## src/rtl/linear_network_pkg.sv

```systemverilog
// Shared types and helpers for the linear gather network.
package linear_network_pkg;

    typedef enum logic [1:0] {
        S_IDLE    = 2'd0,
        S_COLLECT = 2'd1,
        S_DONE    = 2'd2
    } gather_state_t;

    function automatic int id_width(input int n);
        return (n > 1) ? $clog2(n) : 1;
    endfunction

endpackage

```

## src/rtl/linear_network_gather_pipe_stage.sv

```systemverilog
// One registered 2:1 merge stage of the gather chain.
// LINEAR_GATHER_RR_EN selects round-robin arbitration instead of upstream priority.
module linear_gather_stage
    import linear_network_pkg::*;
#(
    parameter int DATA_WIDTH = 32,
    parameter int ID_WIDTH   = 2,
    parameter int NODE_ID    = 0
) (
    input  logic                  clk,
    input  logic                  rst,
    input  logic                  i_en,
    input  logic                  i_up_valid,
    input  logic [DATA_WIDTH-1:0] i_up_data,
    input  logic [ID_WIDTH-1:0]   i_up_src,
    input  logic                  i_loc_elig,
    input  logic                  i_loc_valid,
    input  logic [DATA_WIDTH-1:0] i_loc_data,
    input  logic                  i_down_take,
    output logic                  o_up_take,
    output logic                  o_loc_ready,
    output logic                  o_valid,
    output logic [DATA_WIDTH-1:0] o_data,
    output logic [ID_WIDTH-1:0]   o_src
);

    logic                  r_valid;
    logic [DATA_WIDTH-1:0] r_data;
    logic [ID_WIDTH-1:0]   r_src;
    logic                  w_can_take;
    logic                  w_loc_pend;
    logic                  w_up_sel;
    logic                  w_loc_hs;

    assign w_can_take = !r_valid | i_down_take;
    assign w_loc_pend = i_loc_elig & i_loc_valid;

`ifdef LINEAR_GATHER_RR_EN
    // r_prio=0: upstream wins the next contested slot
    logic r_prio;

    assign w_up_sel = i_up_valid & (!w_loc_pend | !r_prio);

    always_ff @(posedge clk) begin
        if (rst) begin
            r_prio <= 1'b0;
        end else if (i_en & w_can_take & i_up_valid & w_loc_pend) begin
            r_prio <= !r_prio;
        end
    end
`else
    assign w_up_sel = i_up_valid;
`endif

    assign o_loc_ready = i_en & i_loc_elig & w_can_take & !w_up_sel;
    assign o_up_take   = i_en & w_can_take & w_up_sel;
    assign w_loc_hs    = o_loc_ready & i_loc_valid;

    always_ff @(posedge clk) begin
        if (rst) begin
            r_valid <= 1'b0;
            r_data  <= '0;
            r_src   <= '0;
        end else if (i_en & w_can_take) begin
            r_valid <= o_up_take | w_loc_hs;
            if (o_up_take) begin
                r_data <= i_up_data;
                r_src  <= i_up_src;
            end else if (w_loc_hs) begin
                r_data <= i_loc_data;
                r_src  <= ID_WIDTH'(NODE_ID);
            end
        end
    end

    assign o_valid = r_valid;
    assign o_data  = r_data;
    assign o_src   = r_src;

endmodule

```

## src/rtl/linear_network_gather_pipe.sv

```systemverilog
// Gather one beat per masked node over a linear chain of merge stages.
// Optional macro LINEAR_GATHER_RR_EN: round-robin merge arbitration.
module linear_network_gather_pipe
    import linear_network_pkg::*;
#(
    parameter  int DATA_WIDTH = 32,
    parameter  int NUM_NODE   = 4,
    localparam int ID_WIDTH   = id_width(NUM_NODE)
) (
    input  logic                           clk,
    input  logic                           rst,
    input  logic                           i_en,
    input  logic                           i_start,
    input  logic [NUM_NODE-1:0]            i_cmd,
    input  logic [NUM_NODE-1:0]            i_valid,
    input  logic [DATA_WIDTH*NUM_NODE-1:0] i_data_bus,
    output logic [NUM_NODE-1:0]            o_ready,
    output logic                           o_valid,
    output logic [DATA_WIDTH-1:0]          o_data_bus,
    output logic [ID_WIDTH-1:0]            o_src,
    input  logic                           i_ready,
    output logic                           o_busy,
    output logic                           o_done
);

    function automatic logic [ID_WIDTH:0] popcount(input logic [NUM_NODE-1:0] v);
        logic [ID_WIDTH:0] c;
        c = '0;
        for (int i = 0; i < NUM_NODE; i++) c = c + {{ID_WIDTH{1'b0}}, v[i]};
        return c;
    endfunction

    gather_state_t       r_state;
    gather_state_t       w_state_nxt;
    logic [NUM_NODE-1:0] r_mask;
    logic [NUM_NODE-1:0] r_taken;
    logic [ID_WIDTH:0]   r_count;
    logic [ID_WIDTH:0]   w_count_nxt;
    logic                w_out_hs;
    logic [NUM_NODE-1:0] w_loc_elig;
    logic [NUM_NODE:0]   w_take;
    logic                w_unused;

    logic [NUM_NODE-1:0]   w_stg_valid;
    logic [DATA_WIDTH-1:0] w_stg_data [NUM_NODE];
    logic [ID_WIDTH-1:0]   w_stg_src  [NUM_NODE];

    assign w_out_hs    = o_valid & i_ready;
    assign w_count_nxt = r_count + {{ID_WIDTH{1'b0}}, w_out_hs};
    assign w_loc_elig  = (r_state == S_COLLECT) ? (r_mask & ~r_taken) : '0;
    assign w_take[NUM_NODE] = i_ready & i_en;
    assign w_unused    = w_take[0];

    for (genvar k = 0; k < NUM_NODE; k++) begin : g_stage
        logic                  w_up_valid;
        logic [DATA_WIDTH-1:0] w_up_data;
        logic [ID_WIDTH-1:0]   w_up_src;

        if (k == 0) begin : g_head
            assign w_up_valid = 1'b0;
            assign w_up_data  = '0;
            assign w_up_src   = '0;
        end else begin : g_link
            assign w_up_valid = w_stg_valid[k-1];
            assign w_up_data  = w_stg_data[k-1];
            assign w_up_src   = w_stg_src[k-1];
        end

        linear_gather_stage #(
            .DATA_WIDTH(DATA_WIDTH),
            .ID_WIDTH  (ID_WIDTH),
            .NODE_ID   (k)
        ) u_stage (
            .clk        (clk),
            .rst        (rst),
            .i_en       (i_en),
            .i_up_valid (w_up_valid),
            .i_up_data  (w_up_data),
            .i_up_src   (w_up_src),
            .i_loc_elig (w_loc_elig[k]),
            .i_loc_valid(i_valid[k]),
            .i_loc_data (i_data_bus[k*DATA_WIDTH +: DATA_WIDTH]),
            .i_down_take(w_take[k+1]),
            .o_up_take  (w_take[k]),
            .o_loc_ready(o_ready[k]),
            .o_valid    (w_stg_valid[k]),
            .o_data     (w_stg_data[k]),
            .o_src      (w_stg_src[k])
        );
    end

    // next-count compare lets DONE follow the final output beat directly
    always_comb begin
        w_state_nxt = r_state;
        unique case (r_state)
            S_IDLE:    if (i_start) w_state_nxt = S_COLLECT;
            S_COLLECT: if (w_count_nxt == popcount(r_mask)) w_state_nxt = S_DONE;
            S_DONE:    w_state_nxt = S_IDLE;
            default:   w_state_nxt = S_IDLE;
        endcase
    end

    always_ff @(posedge clk) begin
        if (rst) begin
            r_state <= S_IDLE;
        end else if (i_en) begin
            r_state <= w_state_nxt;
        end
    end

    always_ff @(posedge clk) begin
        if (rst) begin
            r_mask  <= '0;
            r_taken <= '0;
            r_count <= '0;
        end else if (i_en) begin
            if (r_state == S_IDLE && i_start) begin
                r_mask  <= i_cmd;
                r_taken <= '0;
                r_count <= '0;
            end else begin
                r_taken <= r_taken | (i_valid & o_ready);
                r_count <= w_count_nxt;
            end
        end
    end

    assign o_valid    = w_stg_valid[NUM_NODE-1] & i_en;
    assign o_data_bus = w_stg_data[NUM_NODE-1];
    assign o_src      = w_stg_src[NUM_NODE-1];
    assign o_busy     = (r_state != S_IDLE);
    assign o_done     = (r_state == S_DONE);

endmodule

```

## config.mk

```make
export PLATFORM = sky130hd
export DESIGN_NAME = linear_network_gather_pipe
export DESIGN_NICKNAME = d
export VERILOG_FILES = /design/src/rtl/linear_network_pkg.sv /design/src/rtl/linear_network_gather_pipe_stage.sv /design/src/rtl/linear_network_gather_pipe.sv
export SDC_FILE = /design/constraint.sdc
export NUM_CORES = 1
export LEC_CHECK = 0
export CAP_MARGIN = 15
export CORE_AREA = 2 2 142 144
export CTS_BUF_LIST = sky130_fd_sc_hd__clkbuf_8
export DETAILED_ROUTE_END_ITERATION = 8
export DIE_AREA = 0 0 144 146
export GPL_TIMING_DRIVEN = 0
export PLACE_DENSITY_LB_ADDON = 0.15
export SETUP_SLACK_MARGIN = 0.05
export SKIP_CTS_REPAIR_TIMING = 1
export SYNTH_ARGS = -nofsm -noshare
export SYNTH_HDL_FRONTEND = slang
export SYNTH_SLANG_ARGS = --single-unit
```

## constraint.sdc

```tcl
create_clock -name clk -period 3.13 [get_ports clk]
set_input_delay 0.7825 -clock clk [delete_from_list [all_inputs] [get_ports clk]]
set_output_delay 0.7825 -clock clk [all_outputs]
set_load 0.005 [all_outputs]
```

==> impl_metrics.toml, run 1 <==
[layout]
layout_common_cells = "clkdlybuf4s50_1, dfxtp_1, nand2_1"
fin_nets = 1038
final_common_cell = "clkdlybuf4s50_1"
fin_util = 0.476
diodes = 0
fillCellCount = 1890
regArea_um2 = 3010
area_growth_pct = 38.0
drive_gt1_frac = 0.156
instances_no_fill = 1170
multi_input_area_um2 = 3180

[floorplanning]
start_util = 0.345
die_x_um = 144
dieArea_um2 = 21000
ioPinCount = 182
die_h_um = 146
row_count = 51
core_um2 = 19300

[worst_setup_path]
crit_buf_inv = 5
cp-startpoint = "i_en"
crit_slowest_cell = "clkdlybuf4s50_1"
critPathKind = "in2out"
cp-start-kind = "primary input"
critPathTopFamily = "buffers and inverters"
crit_required_ps = 2350
r2r_start = "g_stage[1].u_stage.o_valid"
crit_path_max_fanout = 10
path_cells = "clkbuf_2 -> buf_6 -> clkbuf_4 -> nand2_1 -> a21boi_1 -> buf_4 -> clkdlybuf4s50_1"
critPathCaptureType = "output port"
arrival_ps = 2230
max_stage_delay_ps = 490

[detailed_routing]
via_count = 5814
drtAntennaViolNets = 0
drt_iter0_markers = 293
first_pass_iters = 4
routed_wl_um = 20000
drt_drc_violations_left = 0
wl_per_cell_um = 17.1
viasPerCell = 4.97

[synthesis]
synth.top_cell.area_share = 0.450
synth_area_leader_cell = "dfxtp_1"
postSynth.topFlopCell = "dfxtp_1"
ys_top_cells_by_area = "dfxtp_1, mux2i_1, a221oi_2"
ys_seq_area_frac = 0.450
async_reset_ff_frac = 0
syn_nets = 834
synth-seq-cells = 150
yosysWarnings = 0
yosys.cell_types.count = 46
synth_edf_count = 0
synth_cells = 688
synth_area_um2 = 6670
synth_area_per_cell_um2 = 9.69

[timing]
fin_crit_sh = 0.962
fin_skew_ps = 11.2
setup_violations = 0
tightest_slew_ps = 753
fmax_ghz = 0.332
timing_hold_violations_final = 0
rsz0062_at_grt = "yes"
timing.final.crit_period_ps = 3010
relSlewSlack = 0.498
drv_slew = 0

[cts]
clk_pin_slew_ps = 80
cts_buffers = 17
clk_latency_ps = 460
cts_buffer_depth = 2
cts_tree = "done"
cts.sinks = 150
cts.htree.levels = 4
cts_root_buffer = "clkbuf_8"

[global_route]
grt_overflow_total = 0
grt_pass1_wl_um = 31000
grt_util_all_layers = 0.190
grt_pass1_vias = 5662
antenna_found_initial = 0
grt_max_degree = 17

[placement]
io_buffers = 181
dp_hpwl_um = 15100
dp.cells = 1134
gp_congestion = 0.797

[flow_run]
maxCapViolCount = 0

[pwr]
vdd_drop_max_uv = 240
powerDensity_nw_per_um2 = 392
p_leak_nw = 3.39

[worst_hold_path]
worstHoldPathType = "reg2reg"
hp-start = "g_stage[0].u_stage.o_data[24]"

[run_status]
status = "finished clean"
registers in the layout, summed over array words and instances (netlist names):
name / count
g_stage.u_stage.o_data: 128
r_taken: 4
r_count: 3
r_mask: 4
r_state: 2
g_stage.u_stage.o_src: 5
g_stage.u_stage.o_valid: 4
metal layers:
layer	GRT usage	vias to the layer above	part of all wire
met2	0.272	179	0.41
met1	0.285	2674	0.52
li1	-	2938	-
met5	0	-	0
met3	0.0349	23	0.051
met4	0.0618	0	0.016
final timing paths:
path | to | slack (ps) | cells past startpoint
worst min-delay path | g_stage[0].u_stage.o_data[24] | 460 | 2
worst max-delay path | o_ready[0] | 120 | 7
worst min register to register | g_stage[0].u_stage.o_data[24] | 460 | 2
worst max register to register | g_stage[1].u_stage.o_data[17] | 1010 | 8
report_power, final:
group          switching, mW  internal, mW  leakage (nW)
registers             0.0116          1.92          1.21
clock network          0.742         0.531         0.162
logic                  0.172         0.230          2.02
total                  0.926          2.68          3.39
cells by family (layout without fill, tap and decap cells):
| kind of cell | after synthesis | count (layout) | synth area share |
|---|---|---|---|
| muxes | 69 | 69 | 0.104 |
| xor gates and xnor gates | 4 | 4 | 0.00525 |
| AOI/OAI and AO/OA | 192 | 192 | 0.246 |
| adders and majority gates | 5 | 5 | 0.0105 |
| DFF | 150 | 150 | 0.450 |
| and+or+nand+nor | 161 | 161 | 0.108 |
| buffers and inverters | 107 | 324 | 0.0758 |
through the flow:
step	power (mW)	hold slack [ps]	setup WS, ps	setup TNS (ps)	area [um2]
after global placement	2.38	445	-850	-3260	8810
after CTS	3.64	462	-860	-2530	9140
after floorplan	2.12	430	666	0	6670
after detailed placement	2.37	449	-843	-3410	8810
after global routing	3.76	476	33.0	0	9200
final	3.61	461	119	0	9200
cell type report:
class | instances | share of cell area
multi-input cells | 431 | 0.345
clock inverters | 15 | 0.00993
well taps | 265 | 0.0360
inverters | 39 | 0.0162
repair buffers | 185 | 0.200
clock buffers | 17 | 0.0254
plain buffers | 68 | 0.0403
flip-flops and latches | 150 | 0.327
cell usage after synthesis, types with 5 or more instances:
master,n
clkbuf_1,35
o21ai_0,5
a221oi_2,29
buf_4,10
buf_2,17
a21oi_1,50
mux2i_1,69
buf_6,6
nor2_1,47
o221a_2,30
o221ai_1,31
dfxtp_1,150
a211oi_1,5
nand2_1,77
and3_1,5
nor3_1,5
inv_1,37
a31oi_1,30
tightest hold or removal path, stage by stage (launching register included):
cell     delay (ps)
dfxtp_1         320
nand2_1          50
mux2i_1          50
No activity file was read; power rests on OpenSTA's default activity.
==> inputs of run 2 (changes only) <==
GPL_ROUTABILITY_DRIVEN = 0   (was default)
==> results of run 2 <==
Final layout, timing and power as in run 1 (identical DEF).
